File: src/rtl/ssp_rx_logic.sv
// SSP serial receiver: synchronizes the link signals into PCLK, deserializes MSB-first
// 8-bit frames delimited by an FSS pulse, and posts each word with a write or overrun strobe.
module ssp_rx_logic (
    input  logic       PCLK,
    input  logic       CLEAR,
    input  logic       SSPCLKIN,
    input  logic       SSPFSSIN,
    input  logic       SSPRXD,
    input  logic       RxFull,
    output logic [7:0] RxData,
    output logic       NextWord,
    output logic       SSPRXOVR,
    output logic       RxBusy
);

    typedef enum logic {IDLE, SHIFT} state_e;

    logic       clk_s1_q, clk_s2_q, clk_prev_q;
    logic       fss_s1_q, fss_s2_q;
    logic       rxd_s1_q, rxd_s2_q;
    logic       rise;

    state_e     state_q, state_d;
    logic [2:0] cnt_q, cnt_d;
    logic [7:0] shift_q, shift_d;
    logic [7:0] rx_data_q, rx_data_d;
    logic       next_word_q, next_word_d;
    logic       overrun_q, overrun_d;

    // NOTE: sequential state uses non-blocking assignments so every flop samples pre-edge values.
    always_ff @(posedge PCLK) begin
        if (CLEAR) begin
            clk_s1_q   <= 1'b0;
            clk_s2_q   <= 1'b0;
            clk_prev_q <= 1'b0;
            fss_s1_q   <= 1'b0;
            fss_s2_q   <= 1'b0;
            rxd_s1_q   <= 1'b0;
            rxd_s2_q   <= 1'b0;
        end else begin
            clk_s1_q   <= SSPCLKIN;
            clk_s2_q   <= clk_s1_q;
            clk_prev_q <= clk_s2_q;
            fss_s1_q   <= SSPFSSIN;
            fss_s2_q   <= fss_s1_q;
            rxd_s1_q   <= SSPRXD;
            rxd_s2_q   <= rxd_s1_q;
        end
    end

    assign rise = clk_s2_q & ~clk_prev_q;

    always_ff @(posedge PCLK) begin
        if (CLEAR) begin
            state_q     <= IDLE;
            cnt_q       <= 3'd0;
            shift_q     <= 8'h00;
            rx_data_q   <= 8'h00;
            next_word_q <= 1'b0;
            overrun_q   <= 1'b0;
        end else begin
            state_q     <= state_d;
            cnt_q       <= cnt_d;
            shift_q     <= shift_d;
            rx_data_q   <= rx_data_d;
            next_word_q <= next_word_d;
            overrun_q   <= overrun_d;
        end
    end

    // NOTE: every variable gets a default first so this block cannot infer a latch.
    always_comb begin
        state_d     = state_q;
        cnt_d       = cnt_q;
        shift_d     = shift_q;
        rx_data_d   = rx_data_q;
        next_word_d = 1'b0;
        overrun_d   = 1'b0;
        if (rise) begin
            case (state_q)
                IDLE: begin
                    if (fss_s2_q) begin
                        state_d = SHIFT;
                        cnt_d   = 3'd0;
                    end
                end
                default: begin
                    // FSS on the final bit is a legal back-to-back sync, not a framing error.
                    if (fss_s2_q && cnt_q != 3'd0 && cnt_q != 3'd7) begin
                        cnt_d   = 3'd0;
                        shift_d = 8'h00;
                    end else begin
                        shift_d = {shift_q[6:0], rxd_s2_q};
                        cnt_d   = cnt_q + 3'd1;
                        if (cnt_q == 3'd7) begin
                            if (RxFull) begin
                                overrun_d = 1'b1;
                            end else begin
                                rx_data_d   = {shift_q[6:0], rxd_s2_q};
                                next_word_d = 1'b1;
                            end
                            if (!fss_s2_q) state_d = IDLE;
                        end
                    end
                end
            endcase
        end
    end

    always_comb begin
        RxBusy   = (state_q == SHIFT);
        RxData   = rx_data_q;
        NextWord = next_word_q;
        SSPRXOVR = overrun_q;
    end

endmodule

File: config.mk
export PLATFORM = sky130hd
export DESIGN_NAME = ssp_rx_logic
export DESIGN_NICKNAME = d
export VERILOG_FILES = /design/src/rtl/ssp_rx_logic.sv
export SDC_FILE = /design/constraint.sdc
export NUM_CORES = 1
export LEC_CHECK = 0
export CORE_ASPECT_RATIO = 1.25
export CORE_UTILIZATION = 45
export CTS_CLUSTER_DIAMETER = 200
export DETAILED_ROUTE_END_ITERATION = 8
export MAX_ROUTING_LAYER = met4
export PLACE_DENSITY = 0.77
export SYNTH_ARGS = -nofsm -noshare
export SYNTH_HDL_FRONTEND = slang
export SYNTH_SLANG_ARGS = --single-unit
File: constraint.sdc
create_clock -name PCLK -period 1.5 [get_ports PCLK]
set_input_delay 0.3 -clock PCLK [delete_from_list [all_inputs] [get_ports PCLK]]
set_output_delay 0.3 -clock PCLK [all_outputs]
set_load 0.02 [all_outputs]
==> results of run 1 <==
## repair_timing
action	4_1_cts	5_1_grt
gates cloned	1	0
resized for setup	20	3
endpoints found under the setup margin	19	15
pin swaps	1	2
## metrics by stage
stage	total power, W	std cells	area [um2]	hold slack (ns)	worst slack (ns)
after floorplan	0.000797	100	1060	0.414	0.0643
after global placement	0.000822	149	1290	0.418	-0.0269
after detailed placement	0.000823	149	1290	0.431	-0.0707
after CTS	0.00119	154	1360	0.459	-0.0425
after global routing	0.00122	154	1370	0.470	-0.104
final	0.00118	154	1370	0.458	-0.0286
## kinds of logic after synthesis
family	count (synthesis)
buffers and inverters	7
multiplexers	8
adder cells (fa/ha/maj)	3
flip-flops	28
AND/OR/NAND/NOR	38
AO/OA/AOI/OAI	16
## flip-flops by register name (all words and copies together), names as in the netlist
name        cells
rxd_s1_q        1
fss_s1_q        1
NextWord        1
SSPRXOVR        1
fss_s2_q        1
shift_q         7
clk_s2_q        1
RxData          8
cnt_q           3
rxd_s2_q        1
RxBusy          1
clk_s1_q        1
clk_prev_q      1
## worst max-delay path: cells and delay by family (launching register included)
family | cells | cell delay [ns]
adders and majority gates | 2 | 0.26
buffers and inverters | 1 | 0.15
muxes | 1 | 0.12
DFF | 1 | 0.39
and+or+nand+nor | 2 | 0.52
## layer usage
metal	wire [um]	part of all wire (%)
met5	0	0
met4	64	3.3
met1	887	46
met3	49	2.6
met2	914	48
## layout make-up
cell class	count	area share [%]
repair buffers	24	16.6
clock buffers	4	2.65
flip-flops and latches	28	41.2
inverters	2	0.549
well taps	31	2.84
multi-input cells	65	36.2
## Yosys cell counts, types with 2 or more instances
| cell | count | area, um2 |
|---|---|---|
| nor2b_1 | 10 | 62.6 |
| ha_1 | 3 | 37.5 |
| inv_1 | 2 | 7.51 |
| o22ai_1 | 7 | 43.8 |
| o2111ai_1 | 2 | 17.5 |
| nand2b_1 | 19 | 119 |
| mux2i_1 | 8 | 80.1 |
| clkbuf_1 | 3 | 11.3 |
| dfxtp_1 | 28 | 561 |
| o21ai_0 | 2 | 10.0 |
| nor2_1 | 4 | 15.0 |
## power by group through the flow
stage	logic, W	registers [W]	clock network [W]
global route	0.0000563	0.000757	0.000408
floorplan	0.0000255	0.000772	0
detailed placement	0.0000506	0.000772	0
finish	0.0000514	0.000756	0.000373
global placement	0.0000496	0.000772	0
CTS	0.0000508	0.000756	0.000380
## how the worst max path moves through the flow
stage                                  end  cells after the start  slack (ns)
floorplan           RxData[1]$_SDFFE_PP0P_                      6        0.06
global placement    RxData[6]$_SDFFE_PP0P_                      4       -0.03
detailed placement  RxData[1]$_SDFFE_PP0P_                      6       -0.07
CTS                 RxData[6]$_SDFFE_PP0P_                      6       -0.04
global route        RxData[5]$_SDFFE_PP0P_                      6       -0.10
finish              RxData[2]$_SDFFE_PP0P_                      6       -0.03
==> results.json, run 1 <==
{
  "cts_setup_buffers": 0,
  "clk_latency_ns": 0.34,
  "synth_xor_area_share_pct": 0,
  "ys_seq_area_share_pct": 53.1,
  "period_minus_slack_ns": 1.53,
  "setup_ws_ns": -0.0286,
  "grt_pass1_vias": 800,
  "use_met1_pct": 21.6,
  "gp_congestion": 0.706,
  "htreeDepth": 1,
  "drc": 0,
  "first_pass_iters": 4,
  "synth.distinct_cells": 23,
  "grtUsageTotal_pct": 19.2,
  "synth_edf_count": 0,
  "reg2reg_depth": 6,
  "synth_cells": 100,
  "clk_path_buf_depth": 2,
  "crit_path_cell_trace": "ha_4, ha_4, nand3b_1, or3b_4, buf_6, mux2i_1",
  "setup-violations-final": 8,
  "muxShareOfSynthArea_pct": 7.58,
  "drive_gt1_share_pct": 14.6,
  "rsz0062_at_grt": "true",
  "coreArea_um2": 2210,
  "violations": "negative setup slack",
  "num_antenna_cells": 0,
  "grtUsageMet3_pct": 2.92,
  "critical_path_class": "flop to flop",
  "wl_per_cell_um": 12.4,
  "mostFrequentLayoutCells": "dfxtp_1 (26), nand2b_1 (19), dlygate4sd2_1 (11)",
  "critPathSlowestCell": "or3b_4",
  "power_density_nw_per_um2": 863,
  "antenna_found_initial": 0,
  "clkPwrFrac_pct": 31.6,
  "rr_endpoint": "RxData[2]$_SDFFE_PP0P_",
  "grt_busiest_layer": "met2",
  "num-fill-cells": 199,
  "finalNetCount": 133,
  "min_to": "clk_s2_q$_SDFF_PP0_",
  "clockRootBuffer": "clkbuf_4",
  "synth_flop_cell": "dfxtp_1",
  "finalWirelength_um": 1920,
  "ir_drop_mv": 0.517,
  "start_kind": "flop",
  "synth-seq-cells": 28,
  "tritoncts": "done",
  "grt_overflow": 0,
  "hold_depth": 1,
  "vias": 787,
  "met2_usage_pct": 30.0,
  "cp-end-kind": "flop",
  "timing.rr.start": "cnt_q[1]$_SDFFE_PP0P_",
  "layout_commonest_cell": "dfxtp_1",
  "cts_hold_buf": 0,
  "chipHeight_um": 56.2,
  "yosysWarnings": 0,
  "relSlewSlack_pct": 81.9,
  "final_max_slew_viol_count": 0,
  "ant_nets": 0,
  "initial_core_util_pct": 47.8,
  "clk_pin_slew_ns": 0.14,
  "clock_skew_ns": 0.00342,
  "swShare_pct": 21.0,
  "final-hold-violation-count": 0,
  "setup.worst_path.start": "cnt_q[1]$_SDFFE_PP0P_",
  "grt_pass1_wl_um": 3390,
  "crit_fanout": 5,
  "arrival_ns": 1.78,
  "final.setup.tns_ns": -0.149,
  "required_ns": 1.75,
  "area_delta_synth_final_pct": 29.5,
  "regArea_um2": 563,
  "portBuffers": 16,
  "row_count": 19,
  "ios": 17,
  "synth_adder_area_share_pct": 3.55,
  "max_cap_violations": 0,
  "power_frac_seq_pct": 64.1,
  "hpwl_um": 1330,
  "synth_area_per_cell_um2": 10.6,
  "async_reset_ff_share_pct": 0,
  "synth_compound_area_share_pct": 9.83,
  "r2r_setup_slack_ns": -0.03,
  "synth_area_um2": 1060,
  "comb_power_share_pct": 4.4,
  "min_from": "clk_s1_q$_SDFF_PP0_",
  "cellLeakagePower_nw": 0.593,
  "syn-num-nets": 109,
  "tightest_slew_ns": 0.271,
  "numCtsBuffers": 3,
  "die_area_um2": 2550,
  "p_switching_w": 0.000247,
  "finalCritPeriodShare_pct": 102,
  "clock-sinks": 28,
  "crit_top_cell": "ha_4",
  "status": "complete, but fails checks",
  "grt_max_degree": 32,
  "clock.fmax_ghz": 0.654,
  "multi_input_area_um2": 495,
  "hold_path_class": "flop to flop",
  "synth_top_family_by_area": "simple AND/OR/NAND/NOR gates",
  "yosys.area_share.simple_pct": 22.6,
  "die-width_um": 45.3,
  "drtIter0Drc": 19,
  "vias_per_cell": 5.11,
  "p_int_w": 0.000933,
  "final_util_pct": 61.9,
  "worst_path_largest_cell_delay_ns": 0.41
}
Note: power is estimated with default switching activity, not from simulation.
==> run 2: changes to the inputs <==
--- a/config.mk
+++ b/config.mk
@@ -5,6 +5,7 @@
 export SDC_FILE = /design/constraint.sdc
 export NUM_CORES = 1
 export LEC_CHECK = 0
+export CAP_MARGIN = 20
 export CORE_ASPECT_RATIO = 1.25
 export CORE_UTILIZATION = 45
 export CTS_CLUSTER_DIAMETER = 200
==> results of run 2 <==
The final DEF is identical to that of run 1; final timing and power are the same.
==> run 3: changes to the inputs <==
--- a/config.mk
+++ b/config.mk
@@ -7,6 +7,7 @@
 export LEC_CHECK = 0
 export CAP_MARGIN = 20
 export CORE_ASPECT_RATIO = 1.25
+export CORE_MARGIN = 1.5
 export CORE_UTILIZATION = 45
 export CTS_CLUSTER_DIAMETER = 200
 export DETAILED_ROUTE_END_ITERATION = 8
==> run 3 against run 2 <==
Compared with the run above: the flow still finishes with violations (negative setup slack); register-to-register slack improved by 0.02 ns; non-clock buffer count rose by 2; clock skew rose by 0.0047 ns; via count fell by 1.1%; core utilization rose by 0.68 points; die area rose by 4.0%; first-iteration DRC count fell by 53%; sequential cell count did not move; critical path depth did not move; routed wire length fell by 3.0%; design area rose by 1.1%; critical endpoint is now RxData[0]$_SDFFE_PP0P_.
==> results.json, run 3 (synthesis gave the netlist of run 1 again) <==
{
  "start_kind": "flop",
  "cp-end-kind": "flop",
  "grt_pass1_vias": 751,
  "final-hold-violation-count": 0,
  "required_ns": 1.72,
  "drtIter0Drc": 9,
  "chipHeight_um": 57.2,
  "grtUsageMet3_pct": 3.80,
  "max_cap_violations": 0,
  "pre_cts_slack_ns": -0.0428,
  "setup-violations-final": 3,
  "numCtsBuffers": 3,
  "power_density_nw_per_um2": 837,
  "grtUsageTotal_pct": 17.8,
  "setup_ws_ns": -0.00572,
  "grt_busiest_layer": "met2",
  "cellLeakagePower_nw": 0.597,
  "area_delta_synth_final_pct": 30.9,
  "critPathBufInv": 1,
  "rr_endpoint": "RxData[0]$_SDFFE_PP0P_",
  "grt_overflow": 0,
  "finalNetCount": 135,
  "vias": 778,
  "num_antenna_cells": 0,
  "coreArea_um2": 2210,
  "period_minus_slack_ns": 1.51,
  "clk_pin_slew_ns": 0.14,
  "relSlewSlack_pct": 82.7,
  "row_count": 19,
  "num-fill-cells": 212,
  "hold_ws_ns": 0.460,
  "clock-sinks": 28,
  "htreeDepth": 1,
  "layout_commonest_cell": "dfxtp_1",
  "tightest_slew_ns": 0.259,
  "violations": "negative setup slack",
  "final_max_slew_viol_count": 0,
  "cts_hold_buf": 0,
  "clk_path_buf_depth": 2,
  "critPathSlowestCell": "or3b_4",
  "crit_fanout": 5,
  "grt_pass1_wl_um": 3290,
  "finalWirelength_um": 1860,
  "clock_skew_ns": 0.00809,
  "crit_top_cell": "ha_4",
  "clock.fmax_ghz": 0.664,
  "die_area_um2": 2650,
  "clk_latency_ns": 0.31,
  "drive_gt1_share_pct": 16.8,
  "die-width_um": 46.3,
  "initial_core_util_pct": 47.8,
  "use_met1_pct": 20.8,
  "hpwl_um": 1230,
  "finalCritPeriodShare_pct": 100,
  "worst_path_largest_cell_delay_ns": 0.40,
  "met2_usage_pct": 27.8,
  "wl_per_cell_um": 11.9,
  "portBuffers": 16,
  "status": "complete, but fails checks",
  "drc": 0,
  "hold_depth": 1,
  "gp_congestion": 0.895,
  "ir_drop_mv": 0.691,
  "hold_path_class": "flop to flop",
  "min_to": "clk_s2_q$_SDFF_PP0_",
  "path_delay_family": "simple AND/OR/NAND/NOR gates",
  "ant_nets": 0,
  "clockRootBuffer": "clkbuf_4",
  "arrival_ns": 1.73,
  "mostFrequentLayoutCells": "dfxtp_1 (26), nand2b_1 (18), dlygate4sd2_1 (11)",
  "ios": 17,
  "critical_path_class": "flop to flop",
  "grt_max_degree": 32,
  "vias_per_cell": 4.99,
  "largest_reg_flops": 8,
  "min_from": "clk_s1_q$_SDFF_PP0_",
  "reg2reg_depth": 6,
  "first_pass_iters": 3,
  "timing.rr.start": "cnt_q[1]$_SDFFE_PP0P_",
  "crit_path_cell_trace": "ha_4, ha_4, nand3b_1, or3b_4, buf_6, mux2i_2",
  "r2r_setup_slack_ns": -0.006,
  "setup.worst_path.start": "cnt_q[1]$_SDFFE_PP0P_",
  "antenna_found_initial": 0,
  "rsz0062_at_grt": "true",
  "tritoncts": "done"
}
[run 3: what timing repair did]
item / in CTS / in global routing
cloned: 1 / 0
pin swaps: 2 / 1
setup endpoints to repair: 26 / 15
buffers inserted: 1 / 0
gates resized for setup: 20 / 2
[run 3: worst max-delay path by stage]
| stage | end | cells after the start |
|---|---|---|
| final | RxData[0]$_SDFFE_PP0P_ | 6 |
| after global routing | RxData[0]$_SDFFE_PP0P_ | 6 |
| after CTS | RxData[2]$_SDFFE_PP0P_ | 6 |
| after detailed placement | RxData[2]$_SDFFE_PP0P_ | 6 |
| after global placement | RxData[0]$_SDFFE_PP0P_ | 4 |
| after floorplan | RxData[1]$_SDFFE_PP0P_ | 6 |
[run 3: worst register-to-register path: stages (launching register included)]
cell and delay (ns):
dfxtp_2 0.38, ha_4 0.14, ha_4 0.12, nand3b_1 0.09
or3b_4 0.40, buf_6 0.15, mux2i_2 0.14
[run 3: layer usage]
layer | routed length, um | vias to the layer above
met5 | 0 | -
met4 | 18 | 0
met3 | 36 | 2
met2 | 992 | 10
met1 | 812 | 367
li1 | - | 399
[run 3: metrics by stage]
stage,setup TNS [ns],power [W],instances,instance area [um2],utilization (%)
floorplan,0,0.000797,100,1060,-
global placement,-0.0694,0.000822,150,1300,58.8
detailed placement,-0.261,0.000823,150,1300,58.8
CTS,-0.108,0.00118,156,1370,62.0
global route,-0.569,0.00123,156,1380,62.5
finish,-0.0124,0.00116,156,1380,62.5
[run 3: cell type report]
| cell class | count | area (um2) | area share, % |
|---|---|---|---|
| multi-input combinational | 65 | 499 | 36.1 |
| clock buffer | 4 | 36.3 | 2.62 |
| timing repair buffer | 26 | 238 | 17.2 |
| tap | 31 | 38.8 | 2.81 |
| inverter | 2 | 7.51 | 0.543 |
| sequential | 28 | 563 | 40.7 |
[run 3: power breakdown]
group / internal (W) / switching (W)
combinational: 0.0000316 / 0.0000188
clock: 0.000148 / 0.000202
sequential: 0.000752 / 0.00000460
total: 0.000932 / 0.000225
